`src/rtl/iptx_arbiter.sv`:
```
// iptx_arbiter
//   Frame-level round-robin arbiter that shares the single IP transmit
//   datapath between two packet sources. A source is granted for a whole
//   frame (sof..eof). After every frame or abort, IFG idle cycles pass
//   before the next arbitration. A frame is aborted if its source stalls
//   for TIMEOUT cycles while the downstream is ready, or if the source
//   restarts with a new sof in the middle of a frame.
//
// Handshake: a beat moves on a source port when validin & ready are both
//   high at a rising clock edge. A source holds its beat stable until it is
//   accepted. Downstream takes every beat with outvalid=1; outready only
//   says whether a beat may be offered in this cycle.
//
// Ports
//   clock, reset             clock; synchronous active-low reset
//   s0*/s1*                  validin, sof, eof, datain in; ready out
//   outready                 downstream may take a beat this cycle
//   outvalid/outsof/outeof/outdata  forwarded beat (zero latency)
//   outabort                 one-cycle pulse: current frame is truncated
//   outsel                   source currently or last granted
//   busy                     a frame is being forwarded
//   framecnt                 completed frames, wraps
//   dropcnt                  discarded beats, saturates at 255
module iptx_arbiter #(
  parameter int DW      = 16,
  parameter int IFG     = 2,
  parameter int TIMEOUT = 255
) (
  input  logic          clock,
  input  logic          reset,
  input  logic          s0validin,
  input  logic          s0sof,
  input  logic          s0eof,
  input  logic [DW-1:0] s0datain,
  output logic          s0ready,
  input  logic          s1validin,
  input  logic          s1sof,
  input  logic          s1eof,
  input  logic [DW-1:0] s1datain,
  output logic          s1ready,
  input  logic          outready,
  output logic          outvalid,
  output logic          outsof,
  output logic          outeof,
  output logic [DW-1:0] outdata,
  output logic          outabort,
  output logic          outsel,
  output logic          busy,
  output logic [15:0]   framecnt,
  output logic [7:0]    dropcnt
);

  typedef enum logic [1:0] {
    ST_IDLE = 2'd0,
    ST_BUSY = 2'd1,
    ST_GAP  = 2'd2
  } state_t;

  state_t        state, state_nxt;
  logic          grant;      // source that owns the datapath
  logic          prio;       // source that wins the next tie
  logic          started;    // sof of the current frame has been forwarded
  logic [7:0]    stall_cnt;
  logic [15:0]   gap_cnt;
  logic [1:0]    drain;      // discard the rest of an aborted frame

  logic          in_busy;
  logic          g_valid, g_sof, g_eof;
  logic [DW-1:0] g_data;
  logic          fwd_ready, xfer, frame_end, restart, stall, timeout, abort;
  logic [1:0]    req, discard;
  logic          gnt_nxt;
  logic [8:0]    drop_sum;

  assign in_busy = (state == ST_BUSY);
  assign g_valid = grant ? s1validin : s0validin;
  assign g_sof   = grant ? s1sof     : s0sof;
  assign g_eof   = grant ? s1eof     : s0eof;
  assign g_data  = grant ? s1datain  : s0datain;

  // A second sof inside a frame is not accepted; it aborts the frame and
  // waits to be arbitrated again.
  assign fwd_ready = in_busy & outready & ~(g_sof & started);
  assign xfer      = g_valid & fwd_ready;
  assign frame_end = xfer & g_eof;
  assign restart   = in_busy & g_valid & g_sof & started;
  assign stall     = in_busy & outready & ~g_valid;
  assign timeout   = stall & (stall_cnt == 8'(TIMEOUT - 1));
  assign abort     = restart | timeout;

  assign req     = {s1validin & s1sof, s0validin & s0sof};
  assign gnt_nxt = (req == 2'b11) ? prio : req[1];

  // Non-sof beats are swallowed whenever no frame is open for them: always
  // outside BUSY, and in BUSY only for the other source when it is draining.
  assign discard[0] = s0validin & ~s0sof & (in_busy ? (grant & drain[0]) : 1'b1);
  assign discard[1] = s1validin & ~s1sof & (in_busy ? (~grant & drain[1]) : 1'b1);

  assign drop_sum = {1'b0, dropcnt} + {8'd0, discard[0]} + {8'd0, discard[1]};

  // State register
  always_ff @(posedge clock) begin
    if (!reset) state <= ST_IDLE;
    else        state <= state_nxt;
  end

  // Next-state logic
  always_comb begin
    state_nxt = state;
    case (state)
      ST_IDLE: if (|req) state_nxt = ST_BUSY;
      ST_BUSY: if (frame_end || abort) state_nxt = (IFG == 0) ? ST_IDLE : ST_GAP;
      ST_GAP:  if (gap_cnt == 16'(IFG - 1)) state_nxt = ST_IDLE;
      default: state_nxt = ST_IDLE;
    endcase
  end

  // Outputs
  always_comb begin
    s0ready  = (~grant & fwd_ready) | discard[0];
    s1ready  = ( grant & fwd_ready) | discard[1];
    outvalid = xfer;
    outsof   = xfer & g_sof;
    outeof   = xfer & g_eof;
    outdata  = xfer ? g_data : '0;
    busy     = in_busy;
    outsel   = grant;
  end

  // Grant, counters and flags
  always_ff @(posedge clock) begin
    if (!reset) begin
      grant     <= 1'b0;
      prio      <= 1'b0;
      started   <= 1'b0;
      stall_cnt <= '0;
      gap_cnt   <= '0;
      drain     <= '0;
      framecnt  <= '0;
      dropcnt   <= '0;
      outabort  <= 1'b0;
    end else begin
      if (state == ST_IDLE && |req) begin
        grant <= gnt_nxt;
        prio  <= ~gnt_nxt;
      end

      if (frame_end || abort)  started <= 1'b0;
      else if (xfer && g_sof)  started <= 1'b1;

      // outready=0 leaves the count frozen
      if (!in_busy || xfer || abort) stall_cnt <= '0;
      else if (stall)                stall_cnt <= stall_cnt + 8'd1;

      if (state == ST_GAP && state_nxt == ST_GAP) gap_cnt <= gap_cnt + 16'd1;
      else                                        gap_cnt <= '0;

      outabort <= abort;

      if (frame_end) framecnt <= framecnt + 16'd1;

      if (timeout && !grant)                                drain[0] <= 1'b1;
      else if ((s0validin && s0sof) || (discard[0] && s0eof)) drain[0] <= 1'b0;

      if (timeout && grant)                                 drain[1] <= 1'b1;
      else if ((s1validin && s1sof) || (discard[1] && s1eof)) drain[1] <= 1'b0;

      dropcnt <= drop_sum[8] ? 8'hFF : drop_sum[7:0];
    end
  end

endmodule

```
`config.mk`:
```
export PLATFORM = sky130hd
export DESIGN_NAME = iptx_arbiter
export DESIGN_NICKNAME = d
export VERILOG_FILES = /design/src/rtl/iptx_arbiter.sv
export SDC_FILE = /design/constraint.sdc
export NUM_CORES = 1
export LEC_CHECK = 0
export ABC_CLOCK_PERIOD_IN_PS = 2400
export BUFFER_PORTS_ARGS = -buffer_cell sky130_fd_sc_hd__buf_2
export CAP_MARGIN = 0
export CORE_MARGIN = 4
export CORE_UTILIZATION = 52
export DETAILED_ROUTE_END_ITERATION = 10
export HOLD_SLACK_MARGIN = 0.05
export PLACE_DENSITY = 0.8
export SKIP_LAST_GASP = 1
export SLEW_MARGIN = 20
export SYNTH_ARGS = -nofsm -noshare
export SYNTH_HDL_FRONTEND = slang
export SYNTH_SLANG_ARGS = --single-unit
```
`constraint.sdc`:
```
create_clock -name clock -period 2.4 [get_ports clock]
set_clock_uncertainty 0.05 [all_clocks]
set_input_delay 0.48 -clock clock [delete_from_list [all_inputs] [get_ports clock]]
set_output_delay 0.48 -clock clock [all_outputs]
set_load 0.01 [all_outputs]
```
==> results.toml <==
[pwr]
p_total_mw = 1.76
peakVddDrop_mv = 0.362
pwr_density_cell_nw_per_um2 = 480
power.leakage_nw = 1.43

[final_layout]
diodes = 0
drive_above_1_share_pct = 26.0
finalNonFillerCells = 514
final_area_um2 = 3670
fill_cells = 471
syn_to_final_growth_pct = 22.2
nets = 491

[synth]
yosys-top-cells-count = "dfxtp_1 (56), nor2_1 (38), a21oi_1 (29)"
yosysWarnings = 0
yosys.area.top_type = "dfxtp_1"
synth_xor_area_share_pct = 6.99
yosys.area.top_type_share_pct = 37.3
async_flop_share_pct = 0
syn_area_per_cell_um2 = 8.57
synth.mux.area_fraction_pct = 7.32
synth_fa_ha_area_share_pct = 3.16
yosysSeqAreaShare_pct = 37.3
synth_top_family_by_area = "simple AND/OR/NAND/NOR gates"
synth_flop_cell = "dfxtp_1"
syn_nets = 399
synth_seq_cells = 56
syn-cell-area_um2 = 3010
synth-edff-count = 0
netlist_instances = 351
synth.area.top_cells = "dfxtp_1 (37%), mux2i_1 (6.0%), a21oi_1 (4.8%), nor2_1 (4.7%), xnor2_1 (4.4%)"
synth_most_common_cell = "dfxtp_1"
synthSimpleGateAreaFrac_pct = 26.9
synth_compound_area_share_pct = 14.6
ys_types = 52

[timing]
whs_ps = 408
slew_viol_final = 0
slew_headroom_pct = 60.8
fmax_ghz = 0.437
grt_setup_unrepaired = "true"
period_share_pct = 95.3
min_period_ps = 2290
fin_setup_tns_ps = 0
setup_viol = 0
hold_violations = 0
worst_pin_slew_ps = 572

[floorplan]
start_util_pct = 53.9
die_w_um = 84.0
core_um2 = 5570
dieHeight_um = 84.0
std_cell_rows = 27
die_area_um2 = 7060
io-pin-count = 89

[route]
detail-route-antenna-nets = 0
vias = 2950
drc = 0
wirelength_mm = 7.79
detailedRoute.firstIterationViolations = 139
drt_first_pass_iters = 4
wire_per_inst_um = 15.2
via_per_inst = 5.74

[global_routing]
grt_pass1_vias = 2877
antenna_found_initial = 0
grt_max_degree = 29
track_usage_pct = 22.2
grt_pass1_wl_mm = 13.3
grt_overflow = 0

[worst_setup_path]
path_class = "reg -> out"
crit_arrival_ps = 1760
cp.required_ps = 1870
path_max_fanout = 13
endpoint_kind = "primary output"
start_kind = "flop"

[place]
place_congestion = 0.893
place_inst = 508
placed_area_um2 = 3550
portBuffers = 88
place_hpwl_mm = 5.85

[job]
drv_cap = 0

[clock_tree]
numCtsBuffers = 5
cts.sinks = 56
ctsLongestPathBuffers = 2
cts_tree = "built"
clkSlewWorstSetupHoldPaths_ps = 100
ctsHoldBuffers = 0
htree_levels = 2
clock_latency_ps = 320
cts_root_buffer = "clkbuf_8"

[run_status]
status = "finished, final reports clean"

[hold_path]
hold_class = "in -> reg"
layer usage:
metal	vias to the layer above	global-route usage, %	share of wire [%]	wire [um]
met1	1402	28.7	46	3570
met3	7	5.73	4.3	339
met4	0	6.43	1.0	80
met5	-	0	0	0
li1	1483	-	-	-
met2	58	36.4	49	3800
final timing paths:
check | start | to | slack, ps | depth (start not counted)
max | outsel$_SDFFE_PN0P_ | outeof | 110 | 3
min | reset | dropcnt[1]$_SDFF_PN0_ | 410 | 2
max reg2reg | state[0]$_SDFF_PN0_ | dropcnt[4]$_SDFF_PN0_ | 230 | 8
min reg2reg | prio$_SDFFE_PN0P_ | prio$_SDFFE_PN0P_ | 430 | 1
cell type report:
class                           count  area (um2)  area share [%]
Multi-Input combinational cell    269        1800            48.9
Timing Repair Buffer               97         512            13.9
Clock inverter                      1        30.0           0.817
Clock buffer                        5        68.8            1.87
Inverter                           14        52.6            1.43
Sequential cell                    56        1120            30.6
Tap cell                           72        90.1            2.45
critical path, stage by stage (launching register included):
cell and delay (ps):
dfxtp_4 430, mux2_4 350, a2111oi_2 460, buf_2 210
cell usage in the layout, fill, tap and decap left out, types with 3 or more instances in the layout:
master	n
and3_1	9
buf_4	8
dfxtp_1	55
and4_1	3
nand4_1	15
buf_2	88
or3_1	4
xor2_1	9
nor3_1	16
o21ai_1	3
clkbuf_8	5
nor4_1	5
xnor2_1	15
o21ai_0	6
or4_1	12
inv_1	12
nand3_1	18
nand2_1	11
mux2i_1	18
nor2_1	38
ha_1	5
a31oi_1	3
a21oi_1	29
o31ai_1	12
flip-flops by register name, indices dropped and copies added, names as in the netlist:
signal	flops
outabort	1
outsel	1
dropcnt	8
gap_cnt	16
stall_cnt	8
drain	2
prio	1
started	1
framecnt	16
state	2
report_power, final:
group / internal [mW] / leakage (nW) / switching, mW
combinational: 0.0944 / 0.932 / 0.120
clock: 0.300 / 0.0501 / 0.293
sequential: 0.939 / 0.453 / 0.0164
total: 1.33 / 1.43 / 0.429
metrics by stage:
| stage | worst slack, ps | util [%] |
|---|---|---|
| 3_3_place_gp | 176 | 63.6 |
| 2_1_floorplan | 116 | - |
| 3_5_place_dp | 69.4 | 63.6 |
| 6_report | 112 | 65.9 |
| 4_1_cts | -9.53 | 65.5 |
| 5_1_grt | -6.11 | 65.9 |
kinds of logic after synthesis:
kind of cell / Yosys count
flops: 56
compound gates: 69
simple gates: 148
buf+inv: 26
xor+xnor: 24
fa+ha+maj: 7
mux: 21
timing repair:
item | 4_1_cts | 5_1_grt
setup buffers | 0 | 0
endpoints found under the setup margin | 21 | 21
gates resized for setup | 2 | 6
Note: power is estimated with default switching activity, not from simulation.
